`config.mk`:
```
export PLATFORM = sky130hd
export DESIGN_NAME = calendar_counter
export DESIGN_NICKNAME = d
export VERILOG_FILES = /design/src/rtl/calendar_pkg.sv /design/src/rtl/cal_prescaler.sv /design/src/rtl/calendar_counter.sv
export SDC_FILE = /design/constraint.sdc
export NUM_CORES = 1
export LEC_CHECK = 0
export ABC_AREA = 1
export CAP_MARGIN = 15
export CORE_MARGIN = 1.5
export CORE_UTILIZATION = 45
export CTS_CLUSTER_SIZE = 16
export DETAILED_ROUTE_END_ITERATION = 16
export PLACE_DENSITY = 0.76
export SYNTH_ARGS = -nofsm -noshare
export SYNTH_HDL_FRONTEND = slang
export SYNTH_SLANG_ARGS = --single-unit
```
`constraint.sdc`:
```
create_clock -name clk -period 3.9 [get_ports clk]
set_input_delay 0.585 -clock clk [delete_from_list [all_inputs] [get_ports clk]]
set_output_delay 0.585 -clock clk [all_outputs]
set_load 0.1 [all_outputs]
```
`src/rtl/calendar_pkg.sv`:
```
// Shared calendar constants and date helpers, used by the counter core and the display path.
package calendar_pkg;

    localparam int unsigned FIELD_W = 8;

    localparam logic [FIELD_W-1:0] SEC_MAX   = 8'd59;
    localparam logic [FIELD_W-1:0] MIN_MAX   = 8'd59;
    localparam logic [FIELD_W-1:0] HOUR_MAX  = 8'd23;
    localparam logic [FIELD_W-1:0] MONTH_MAX = 8'd12;
    localparam logic [FIELD_W-1:0] YEAR_MAX  = 8'd99;

    // Years are offsets from 2000, so every multiple of four is a leap year.
    function automatic logic [FIELD_W-1:0] days_in_month(
        input logic [FIELD_W-1:0] month,
        input logic [FIELD_W-1:0] year
    );
        logic [FIELD_W-1:0] dim;
        unique case (month)
            8'd4, 8'd6, 8'd9, 8'd11: dim = 8'd30;
            8'd2:                    dim = (year[1:0] == 2'b00) ? 8'd29 : 8'd28;
            default:                 dim = 8'd31;
        endcase
        return dim;
    endfunction

    function automatic logic date_valid(
        input logic [FIELD_W-1:0] sec,
        input logic [FIELD_W-1:0] min,
        input logic [FIELD_W-1:0] hour,
        input logic [FIELD_W-1:0] day,
        input logic [FIELD_W-1:0] month,
        input logic [FIELD_W-1:0] year
    );
        return (sec <= SEC_MAX) && (min <= MIN_MAX) && (hour <= HOUR_MAX) &&
               (month >= 8'd1) && (month <= MONTH_MAX) && (year <= YEAR_MAX) &&
               (day >= 8'd1) && (day <= days_in_month(month, year));
    endfunction

endpackage

```
`src/rtl/cal_prescaler.sv`:
```
// Divides clk down to a one-cycle tick every CLK_DIV enabled cycles.
module cal_prescaler #(
    parameter int unsigned CLK_DIV  = 50_000_000,
    parameter bit          FAST_SIM = 1'b0
) (
    input  logic clk,
    input  logic rst_n,
    input  logic run,
    input  logic clr,
    output logic tick
);

    localparam int unsigned   CW   = (CLK_DIV > 2) ? $clog2(CLK_DIV) : 1;
    localparam logic [CW-1:0] LAST = CW'(CLK_DIV - 1);

    logic [CW-1:0] count_q, count_d;
    logic          wrap;

    assign wrap = (count_q >= LAST);
    // Counter keeps running under FAST_SIM so both builds share one datapath.
    assign tick = run && (FAST_SIM ? 1'b1 : wrap);

    always_comb begin
        count_d = count_q;
        if (clr) begin
            count_d = '0;
        end else if (run) begin
            count_d = wrap ? '0 : count_q + CW'(1);
        end
    end

    always_ff @(posedge clk or negedge rst_n) begin
        if (!rst_n) begin
            count_q <= '0;
        end else begin
            count_q <= count_d;
        end
    end

endmodule

```
`src/rtl/calendar_counter.sv`:
```
// Binary time/date counter with 1 Hz prescaler, leap-year aware cascade and validated set port.
module calendar_counter
    import calendar_pkg::*;
#(
    parameter int unsigned CLK_DIV  = 50_000_000,
    parameter bit          FAST_SIM = 1'b0
) (
    input  logic               clk,
    input  logic               rst_n,
    input  logic               run,
    input  logic               set_valid,
    input  logic [FIELD_W-1:0] set_sec,
    input  logic [FIELD_W-1:0] set_min,
    input  logic [FIELD_W-1:0] set_hour,
    input  logic [FIELD_W-1:0] set_day,
    input  logic [FIELD_W-1:0] set_month,
    input  logic [FIELD_W-1:0] set_year,
    output logic [FIELD_W-1:0] sec,
    output logic [FIELD_W-1:0] min,
    output logic [FIELD_W-1:0] hour,
    output logic [FIELD_W-1:0] day,
    output logic [FIELD_W-1:0] month,
    output logic [FIELD_W-1:0] year,
    output logic               sec_tick,
    output logic               day_roll,
    output logic               set_err
);

    logic [FIELD_W-1:0] sec_q, sec_d, min_q, min_d, hour_q, hour_d;
    logic [FIELD_W-1:0] day_q, day_d, month_q, month_d, year_q, year_d;
    logic               sec_tick_q, sec_tick_d, day_roll_q, day_roll_d, set_err_q, set_err_d;

    logic tick, set_ok, adv;
    logic sec_wrap, min_wrap, hour_wrap, day_wrap, month_wrap, year_wrap;

    assign set_ok = set_valid &&
                    date_valid(set_sec, set_min, set_hour, set_day, set_month, set_year);
    // A valid set wins over a coincident tick; an invalid one lets it through.
    assign adv    = tick && !set_ok;

    cal_prescaler #(
        .CLK_DIV  (CLK_DIV),
        .FAST_SIM (FAST_SIM)
    ) u_prescaler (
        .clk   (clk),
        .rst_n (rst_n),
        .run   (run),
        .clr   (set_ok),
        .tick  (tick)
    );

    // >= rather than == so a corrupted field snaps back on the next tick.
    assign sec_wrap   = (sec_q >= SEC_MAX);
    assign min_wrap   = (min_q >= MIN_MAX);
    assign hour_wrap  = (hour_q >= HOUR_MAX);
    assign day_wrap   = (day_q >= days_in_month(month_q, year_q));
    assign month_wrap = (month_q >= MONTH_MAX);
    assign year_wrap  = (year_q >= YEAR_MAX);

    always_comb begin
        sec_d      = sec_q;
        min_d      = min_q;
        hour_d     = hour_q;
        day_d      = day_q;
        month_d    = month_q;
        year_d     = year_q;
        sec_tick_d = adv;
        day_roll_d = adv && sec_wrap && min_wrap && hour_wrap;
        set_err_d  = set_valid && !set_ok;

        if (set_ok) begin
            sec_d   = set_sec;
            min_d   = set_min;
            hour_d  = set_hour;
            day_d   = set_day;
            month_d = set_month;
            year_d  = set_year;
        end else if (adv) begin
            sec_d = sec_wrap ? '0 : sec_q + 8'd1;
            if (sec_wrap) begin
                min_d = min_wrap ? '0 : min_q + 8'd1;
                if (min_wrap) begin
                    hour_d = hour_wrap ? '0 : hour_q + 8'd1;
                    if (hour_wrap) begin
                        day_d = day_wrap ? 8'd1 : day_q + 8'd1;
                        if (day_wrap) begin
                            month_d = month_wrap ? 8'd1 : month_q + 8'd1;
                            if (month_wrap) begin
                                year_d = year_wrap ? '0 : year_q + 8'd1;
                            end
                        end
                    end
                end
            end
        end
    end

    always_ff @(posedge clk or negedge rst_n) begin
        if (!rst_n) begin
            sec_q      <= '0;
            min_q      <= '0;
            hour_q     <= '0;
            day_q      <= 8'd1;
            month_q    <= 8'd1;
            year_q     <= '0;
            sec_tick_q <= 1'b0;
            day_roll_q <= 1'b0;
            set_err_q  <= 1'b0;
        end else begin
            sec_q      <= sec_d;
            min_q      <= min_d;
            hour_q     <= hour_d;
            day_q      <= day_d;
            month_q    <= month_d;
            year_q     <= year_d;
            sec_tick_q <= sec_tick_d;
            day_roll_q <= day_roll_d;
            set_err_q  <= set_err_d;
        end
    end

    assign sec      = sec_q;
    assign min      = min_q;
    assign hour     = hour_q;
    assign day      = day_q;
    assign month    = month_q;
    assign year     = year_q;
    assign sec_tick = sec_tick_q;
    assign day_roll = day_roll_q;
    assign set_err  = set_err_q;

endmodule

```
==> flow_metrics.py <==
metrics = {
    "final_layout": {
        "area_growth_syn_to_layout_pct": 28.1,
        "diodes": 0,
        "final_net_count": 954,
        "fin_area_sq_um": 6830,
        "drive_above_1_share": 0.0583,
    },
    "critical_path": {
        "crit_required_ns": 4.13,
        "criticalPathCategory": "in -> reg",
        "cp_top_family": "simple AND/OR/NAND/NOR gates",
        "worstPathMaxFanout": 9,
        "critPathBufInv": 4,
        "slowest_delay_ns": 0.40,
        "cpMostUsedCell": "nand2_1",
        "start_kind": "primary input",
        "slowest_stage": "clkdlybuf4s50_1",
        "path_cells": "clkdlybuf4s50_1 -> inv_1 -> nand2_1 -> nor2_2 -> inv_1 -> nor4_1 -> o21ai_0 -> nand2_1 -> inv_1 -> ha_1 -> nand2_1 -> nand3_1 -> nor2_1 -> nor2_1 -> nand4_4 -> o21ai_1 -> nand3_1 -> nand2_1 -> nand2_1",
        "cp.arrival_ns": 3.74,
        "end_kind": "register",
    },
    "placed_design": {
        "gp_congestion": 0.927,
        "dpl_cell_area_sq_um": 6490,
        "port_buffers": 102,
        "hpwl_um": 11300,
    },
    "global_routing": {
        "grt_max_degree": 78,
        "grt_pass1_vias": 5092,
        "grt_pass1_wl_um": 25100,
        "antenna_found_initial": 0,
        "gr-total-overflow": 0,
        "gr-usage-all-layers": 0.248,
    },
    "floorplan": {
        "io_pins": 103,
        "die_y_um": 112,
        "dieArea_sq_um": 12500,
        "core_sq_um": 11500,
        "die_x_um": 112,
        "core.rowCount": 39,
        "start_util": 0.465,
    },
    "yosys": {
        "syn_inst": 781,
        "yosys_warnings": 0,
        "postSynth.asyncResetShare": 1.00,
        "synth_area_sq_um": 5330,
        "synthTopCellsByArea": "dfrtp_1 (35%), nand2_1 (17%), inv_1 (8.0%), nor2_1 (5.6%), nand3_1 (5.3%)",
        "synth_edf_count": 0,
        "synth_commonest_cells": "nand2_1 (246), inv_1 (114), nor2_1 (80), dfrtp_1 (75), nand3_1 (56)",
        "synthesis.nets": 848,
        "synth_most_common_cell": "nand2_1",
        "synth_top_area_share": 0.352,
        "ys_types": 42,
        "syn_avg_cell_area_sq_um": 6.83,
        "synthFlopType": "dfrtp_1",
        "ys_ff_latch": 77,
        "yosysTopAreaCell": "dfrtp_1",
        "yosysSeqAreaShare": 0.362,
    },
    "clock_network": {
        "cts.sinks": 77,
        "cts_setup_buffers": 0,
        "cts_root_buffer": "clkbuf_16",
        "cts.reportedPaths.clkPinSlew_ns": 0.06,
        "clock_path_buffers": 2,
        "hold_buffers": 0,
        "cts_tree": "done",
        "htreeDepth": 3,
        "insertion_delay_ns": 0.34,
        "cts_made_buffers": 9,
    },
    "power_and_ir_drop": {
        "p_leak_nw": 3.42,
        "power_density_nw_per_um2": 300,
        "ir_drop_mv": 0.246,
    },
    "timing": {
        "setup_violations": 0,
        "worst_slew_pin_slew_ns": 1.02,
        "min_period_ns": 3.51,
        "fin_tns_setup_ns": 0,
        "period_share": 0.900,
        "hold_violations": 0,
        "rsz0062_at_grt": "false",
        "timing.fmax_mhz": 285,
        "max_slew_margin": 0.317,
        "finalClockSkew_ns": 0.00471,
        "finalMaxSlewViolations": 0,
    },
    "routing": {
        "detail-route-antenna-nets": 0,
        "vias": 5405,
        "dr.pass1.iters": 5,
        "drt_wl_total_um": 15100,
        "post_drt_wl_per_cell_um": 14.6,
        "drc_errors": 0,
        "vias_per_cell": 5.22,
        "drtIter0Drc": 348,
    },
    "flow_run": {
        "drv_cap": 0,
    },
    "status": {
        "status": "complete, no violations",
    },
    "min_path": {
        "hold_class": "in -> async",
    },
}
## worst paths after layout
path                                           start                                   to  slack, ns  cells past startpoint
max in group asynchronous                      rst_n  u_prescaler.count_q[23]$_DFFE_PN0P_       2.85                      1
worst max register to register  month[4]$_DFFE_PN0P_                   day[5]$_DFFE_PN0P_       1.20                     12
worst max-delay path                    set_month[6]                  year[0]$_DFFE_PN0P_       0.39                     19
min in group clk                month[6]$_DFFE_PN0P_                 month[6]$_DFFE_PN0P_       0.50                      2
worst min register to register  month[6]$_DFFE_PN0P_                 month[6]$_DFFE_PN0P_       0.50                      2
worst min-delay path                           rst_n                   day[2]$_DFFE_PN0P_       0.40                      1
## worst reg2reg max path: cells and delay by family, from the launching register on
family                   cells  cell delay [ns]
AO/OA/AOI/OAI                4             0.81
adder cells (fa/ha/maj)      1             0.27
flip-flops                   1             0.40
AND/OR/NAND/NOR              4             0.91
buffers and inverters        3             0.26
## final cells by class
class / instances / area (sq um)
multi-input cells: 574 / 2880
repair buffers: 107 / 1070
fillers: 1062 / 4640
flip-flops and latches: 77 / 1930
inverters: 118 / 448
well taps: 143 / 179
clock buffers: 9 / 225
clock inverters: 7 / 98.8
## stage by stage
step           instances   util  setup WS, ns  hold WS [ns]  total power, mW
2_1_floorplan        781      -          1.01         0.289             1.02
3_3_place_gp        1019  0.566         0.187         0.477             1.13
3_5_place_dp        1019  0.566        0.0250         0.495             1.14
4_1_cts             1035  0.595         0.303         0.455             2.05
5_1_grt             1035  0.596        0.0323         0.510             2.12
6_report            1035  0.596         0.388         0.396             2.05
## placed cells by master, fill, tap and decap left out, types with 5 or more instances in the layout
cell type	count
a21oi_1	18
buf_4	5
clkbuf_16	9
clkdlybuf4s50_1	101
dfrtp_1	75
ha_1	15
inv_1	114
nand2_1	246
nand2_2	5
nand3_1	56
nand4_1	19
nor2_1	80
nor3_1	16
nor4_1	9
o21ai_0	39
o22ai_1	6
xnor2_1	7
xor2_1	19
## flip-flops by register name, summed over array words and instances, names as in the netlist
register,cells
hour,8
sec,8
sec_tick,1
u_prescaler.count_q,26
month,8
set_err,1
year,8
min,8
day_roll,1
day,8
## logic make-up after synthesis
family	share of synthesized area
AND/OR/NAND/NOR	0.372
AO/OA/AOI/OAI	0.0891
buffers and inverters	0.0997
XOR/XNOR	0.0427
flip-flops	0.362
adder cells (fa/ha/maj)	0.0352
## repair_timing
| item | CTS | global route |
|---|---|---|
| endpoints found under the hold margin | 0 | 0 |
| resized for setup | 0 | 3 |
| endpoints found under the setup margin | 0 | 15 |
## layer usage
metal / part of all wire / vias to the layer above / GRT usage
li1: - / 2708 / -
met1: 0.47 / 2485 / 0.343
met2: 0.45 / 189 / 0.396
met3: 0.062 / 23 / 0.0354
met4: 0.022 / 0 / 0.0945
met5: 0 / - / 0
## report_power, final
part,switching (mW),internal (mW)
Clock,0.355,0.565
Combinational,0.141,0.106
Sequential,0.0421,0.838
Total,0.539,1.51
Note: power is estimated with default switching activity, not from simulation.
